==> src/rtl/ex_mem_pipe.sv <==
// EX/MEM pipeline stage: 2-entry skid buffer with a registered in_ready.
// Define EXMEM_FWD_EN to add the fwd_valid/fwd_rd/fwd_data forwarding outputs.
module ex_mem_pipe #(
  parameter int DATA_W     = 32,
  parameter int REG_ADDR_W = 5
) (
  input  logic                  clk,
  input  logic                  rst_n,
  input  logic                  flush,
  input  logic                  in_valid,
  output logic                  in_ready,
  input  logic [DATA_W-1:0]     alu_result,
  input  logic                  alu_zero,
  input  logic [DATA_W-1:0]     store_data,
  input  logic [DATA_W-1:0]     branch_target,
  input  logic [REG_ADDR_W-1:0] rd,
  input  logic                  reg_write,
  input  logic                  mem_read,
  input  logic                  mem_write,
  input  logic                  mem_to_reg,
  input  logic                  branch,
  output logic                  out_valid,
  input  logic                  out_ready,
  output logic [DATA_W-1:0]     out_alu_result,
  output logic [DATA_W-1:0]     out_store_data,
  output logic [DATA_W-1:0]     out_branch_target,
  output logic [REG_ADDR_W-1:0] out_rd,
  output logic                  out_reg_write,
  output logic                  out_mem_read,
  output logic                  out_mem_write,
  output logic                  out_mem_to_reg,
`ifdef EXMEM_FWD_EN
  output logic                  fwd_valid,
  output logic [REG_ADDR_W-1:0] fwd_rd,
  output logic [DATA_W-1:0]     fwd_data,
`endif
  output logic                  pc_src,
  output logic [DATA_W-1:0]     pc_target
);

  typedef struct packed {
    logic [DATA_W-1:0]     alu;
    logic [DATA_W-1:0]     sd;
    logic [DATA_W-1:0]     tgt;
    logic [REG_ADDR_W-1:0] rd;
    logic                  rw;
    logic                  mr;
    logic                  mw;
    logic                  m2r;
    logic                  tk;
  } ent_t;

  ent_t main_q, main_d;
  ent_t skid_q, skid_d;
  ent_t in_ent;
  logic main_vld_q, main_vld_d;
  logic skid_vld_q, skid_vld_d;
  logic push, pop;

  always_comb begin
    in_ent     = '0;
    in_ent.alu = alu_result;
    in_ent.sd  = store_data;
    in_ent.tgt = branch_target;
    in_ent.rd  = rd;
    in_ent.rw  = reg_write & (rd != '0);
    in_ent.mr  = mem_read;
    in_ent.mw  = mem_write;
    in_ent.m2r = mem_to_reg;
    in_ent.tk  = branch & alu_zero;
  end

  assign in_ready  = ~skid_vld_q;
  assign out_valid = main_vld_q;
  assign push      = in_valid & in_ready;
  assign pop       = out_valid & out_ready;

  always_comb begin
    main_d     = main_q;
    skid_d     = skid_q;
    main_vld_d = main_vld_q;
    skid_vld_d = skid_vld_q;
    if (flush) begin
      main_vld_d = 1'b0;
      skid_vld_d = 1'b0;
    end else if (!main_vld_q) begin
      if (push) begin
        main_d     = in_ent;
        main_vld_d = 1'b1;
      end
    end else if (!skid_vld_q) begin
      if (push && pop) begin
        main_d = in_ent;
      end else if (push) begin
        skid_d     = in_ent;
        skid_vld_d = 1'b1;
      end else if (pop) begin
        main_vld_d = 1'b0;
      end
    end else if (pop) begin
      main_d     = skid_q;
      skid_vld_d = 1'b0;
    end
  end

  always_ff @(posedge clk or negedge rst_n) begin
    if (!rst_n) begin
      main_q     <= '0;
      skid_q     <= '0;
      main_vld_q <= 1'b0;
      skid_vld_q <= 1'b0;
    end else begin
      main_q     <= main_d;
      skid_q     <= skid_d;
      main_vld_q <= main_vld_d;
      skid_vld_q <= skid_vld_d;
    end
  end

  assign out_alu_result    = main_q.alu;
  assign out_store_data    = main_q.sd;
  assign out_branch_target = main_q.tgt;
  assign out_rd            = main_q.rd;
  assign out_reg_write     = main_q.rw;
  assign out_mem_read      = main_q.mr;
  assign out_mem_write     = main_q.mw;
  assign out_mem_to_reg    = main_q.m2r;

  // Redirect only when MEM actually takes the branch; flush wins.
  assign pc_src    = pop & main_q.tk & ~flush;
  assign pc_target = main_q.tgt;

`ifdef EXMEM_FWD_EN
  assign fwd_valid = main_vld_q & main_q.rw & ~main_q.mr;
  assign fwd_rd    = main_q.rd;
  assign fwd_data  = main_q.alu;
`endif

endmodule

==> config.mk <==
export PLATFORM = sky130hd
export DESIGN_NAME = ex_mem_pipe
export DESIGN_NICKNAME = d
export VERILOG_FILES = /design/src/rtl/ex_mem_pipe.sv
export SDC_FILE = /design/constraint.sdc
export NUM_CORES = 1
export LEC_CHECK = 0
export ABC_AREA = 1
export BUFFER_PORTS_ARGS = -buffer_cell sky130_fd_sc_hd__buf_4
export CAP_MARGIN = 20
export CORE_ASPECT_RATIO = 1.5
export CORE_MARGIN = 2
export CORE_UTILIZATION = 54
export CTS_CLUSTER_SIZE = 16
export DETAILED_ROUTE_END_ITERATION = 16
export GPL_TIMING_DRIVEN = 0
export PLACE_DENSITY = 0.81
export SYNTH_ARGS = -nofsm -noshare
export SYNTH_HDL_FRONTEND = slang
export SYNTH_SLANG_ARGS = --single-unit
export TNS_END_PERCENT = 50
==> constraint.sdc <==
create_clock -name clk -period 1.7 [get_ports clk]
set_clock_uncertainty 0.05 [all_clocks]
set_input_delay 0.255 -clock clk [delete_from_list [all_inputs] [get_ports clk]]
set_output_delay 0.255 -clock clk [all_outputs]
set_load 0.01 [all_outputs]
==> qor.log <==
INFO  floorplan      die_h=173um
INFO  sta            finalCriticalPeriod=1650ps
INFO  placement      placement.io_buffers=251
INFO  worst_setup_path reg2reg_from=skid_vld_q
INFO  worst_setup_path critPathArrivalTime=1340ps
INFO  worst_setup_path worstPathMaxFanout=3
INFO  placement      detailedPlacementHpwl=18.5mm
INFO  sta            timing.slew.headroom=57.0%
INFO  synth          mapped_nets=1,327
INFO  final_layout   largest-register=skid_q
INFO  power_and_ir_drop comb_power_share=32.7%
INFO  placement      placed_cell_area=12,500um2
INFO  synth          seq_area_frac_synth=52.3%
INFO  sta            pnr_worst_setup_slack=54.8ps
INFO  final_layout   syn2layout_area_growth=35.4%
INFO  worst_setup_path timing.rr.end=out_rd[2]
INFO  floorplan      coreArea=18,500um2
INFO  placement      dpl_worst_slack=63.6ps
INFO  worst_setup_path cp.depth=6
INFO  power_and_ir_drop power_switching_share=30.0%
INFO  cts            post_cts.repair.setup_buffers=0
INFO  global_route   grt_first_pass_wirelength=44.3mm
INFO  cts            clk-insertion-delay-late=490ps
INFO  synth          synth-seq-cells=214
INFO  synth          synth.distinct_cells=17
INFO  routing        route.detailed.drc=0
INFO  floorplan      boundaryPins=252
INFO  power_and_ir_drop power_switching=5.25mW
INFO  worst_hold_path worst_min_path_class=in -> reg
INFO  synth          synthCells=1,215
INFO  worst_setup_path critical-path-max-stage-delay=560ps
INFO  placement      globalplace.congestion=0.840
INFO  worst_setup_path crit_path_start_kind=input pin
INFO  final_layout   layout.nets=1,674
INFO  sta            whs=2.60ps
INFO  sta            fmaxAchievable=608MHz
INFO  worst_setup_path cp.buffers_inverters=4
INFO  global_route   grt_pass1_vias=9,219
INFO  cts            cts.root.buffer_cell=clkbuf_16
INFO  final_layout   post-route-cell-area=13,900um2
INFO  worst_setup_path critPathSlowestCell=dlygate4sd3_1
INFO  cts            numCtsBuffers=21
INFO  sta            slew_violations=0
INFO  worst_setup_path cpLargestDelayFamily=buffers and inverters
INFO  cts            deepest_level_of_the_cts_h_tree=1
INFO  power_and_ir_drop clock_network_power_share=25.5%
INFO  worst_hold_path min_path_cells=3
INFO  floorplan      initial_utilization=55.3%
INFO  sta            post-route-period-util=96.8%
INFO  synth          avgSynthCellArea=8.44um2
INFO  routing        routedWlPerCell=14.7um
INFO  routing        ant_nets=0
INFO  worst_hold_path worst_hold_startpoint=alu_result[15]
INFO  power_and_ir_drop irDropWorstVdd=0.853mV
INFO  worst_setup_path setup.worst_path.end_class=output pin
INFO  floorplan      placementRows=61
INFO  cts            cts.path.max_buffers=3
INFO  routing        totalWireLength=27.0mm
INFO  synth          syn_area=10,200um2
INFO  power_and_ir_drop p_seq_share=41.8%
INFO  sta            tightest_slew=646ps
INFO  power_and_ir_drop internal-power=12.3mW
INFO  power_and_ir_drop cellPowerDensity=1260nW/um2
INFO  routing        dr_total_vias=8,953
INFO  worst_setup_path rrSetupSlack=70ps
INFO  worst_setup_path crit_chain=dlygate4sd3_1 -> buf_4 -> inv_1 -> nand2_1 -> nor2_1 -> buf_4
INFO  worst_setup_path critical-path-top-cell-by-count=buf_4
INFO  floorplan      die_x=116um
INFO  power_and_ir_drop static-leakage-power=7.62nW
INFO  cts            worst_setup_hold_path_clk_slew=60ps
INFO  floorplan      die_area=20,100um2
INFO  worst_hold_path worst_hold_path.endpoint=skid_q[89]
INFO  routing        drt_first_pass_iters=5
INFO  global_route   grt_max_degree=115
INFO  final_layout   largest_register_ff_count=106
INFO  cts            tritoncts=built
INFO  worst_setup_path timing.critical_path.required=1390ps
INFO  routing        viasPerCell=4.90
INFO  global_route   global_route.usage.total=27.1%
INFO  worst_setup_path reg2reg_depth=5
INFO  routing        drt-initial-drc-count=576
INFO  cts            cts.sink_count=214
INFO  sta            number_of_failing_setup_endpoints_in_the_final_timing_report=0
INFO  sta            final_hold_viol_count=0
INFO  power_and_ir_drop fin_total_pwr=17.5mW
INFO  sta            totalNegativeSetupSlack=0ps
INFO  final_layout   drive_above_1_share=30.7%
INFO  worst_setup_path worstSetupPathType=in -> out
INFO  sta            rsz0062_at_grt=true
INFO  placement      dp_cells=1,719
INFO  final_layout   postLayoutCoreUtil=74.8%
INFO  global_route   globalRouteOverflowTotal=0
INFO  global_route   grt_antenna_before_repair=1
INFO  flow_run       drv.max_cap_violation_count=0
INFO  run_status     status=finished clean
INFO  final_layout   finalNonFillerCells=1,828
INFO  synth          synth-warning-count=0
[routing by layer]
metal / wire, um / GRT usage, % / up-vias
met5: 0 / 0 / -
met1: 10300 / 32.5 / 4230
met3: 1420 / 3.65 / 74
li1: - / - / 4372
met4: 1000 / 10.7 / 0
met2: 14200 / 48.3 / 277
[power by group through the flow]
stage               sequential, mW  combinational (mW)  clock, mW
floorplan                     7.17                3.38          0
global placement              7.31                5.42          0
detailed placement            7.38                5.57          0
CTS                           7.31                5.74       4.55
global route                  7.49                6.33       4.73
finish                        7.33                5.74       4.47
[cells by family after synthesis]
group                  Yosys count  synth area share, %
and+or+nand+nor                403                 14.9
buffers and inverters          310                 18.7
AOI/OAI and AO/OA              288                 14.1
DFF                            214                 52.3
[area by class of cell]
cell class,count,area (um2)
Sequential cell,214,5360
Fill cell,1358,4670
Multi-Input combinational cell,691,2970
Timing Repair Buffer,325,2660
Buffer,201,1510
Clock buffer,26,574
Inverter,108,408
Tap cell,252,315
Clock inverter,9,72.6
Antenna cell,2,5.00
[worst register-to-register path, stage by stage (launching register included)]
cell	delay, ps
dfrtp_1	460
nand2_2	200
buf_6	180
clkbuf_1	350
o21ai_0	160
o21ai_1	160
[layout by cell type (no fill, tap or decap)]
cell and instances:
dlygate4sd3_1 73, buf_2 12, a21oi_1 33, nand4_2 1, nand2_2 2, buf_16 1, clkbuf_16 21, clkinv_2 7
dfrtp_2 1, diode_2 2, nand2_1 360, clkinvlp_4 1, dfrtp_1 213, nor3_1 1, buf_4 407, clkbuf_8 3
inv_1 107, o21ai_1 120, buf_6 20, buf_12 1, nor2_2 1, nor2_1 37, o21ai_0 135, bufinv_16 1
nand3_1 1, clkbuf_2 3, clkbuf_1 11, inv_4 1
[how the worst max path moves through the flow]
stage / end / slack (ps) / from
after floorplan: out_store_data[17] / 370 / skid_vld_q
after global placement: out_store_data[2] / -1180 / rst_n
after detailed placement: out_branch_target[26] / 60 / out_valid
after CTS: pc_src / 4 / out_valid
after global routing: pc_src / -30 / flush
final: pc_src / 50 / flush
[synthesized netlist by cell type, drive strengths merged]
cell,count,area (um2)
nand3,1,5.00
inv,108,408
nor2,38,145
a21oi,33,165
o21ai,255,1280
nand2,362,1360
clkbuf,13,48.8
nor3,1,5.00
dfrtp,214,5360
buf,189,1460
nand4,1,12.5
[what timing repair did]
item / 4_1_cts / 5_1_grt
endpoints found under the setup margin: 0 / 74
gates resized for setup: 0 / 8
hold endpoints to repair: 184 / 0
hold buffers: 73 / 0
(Power assumes the default switching activity.)
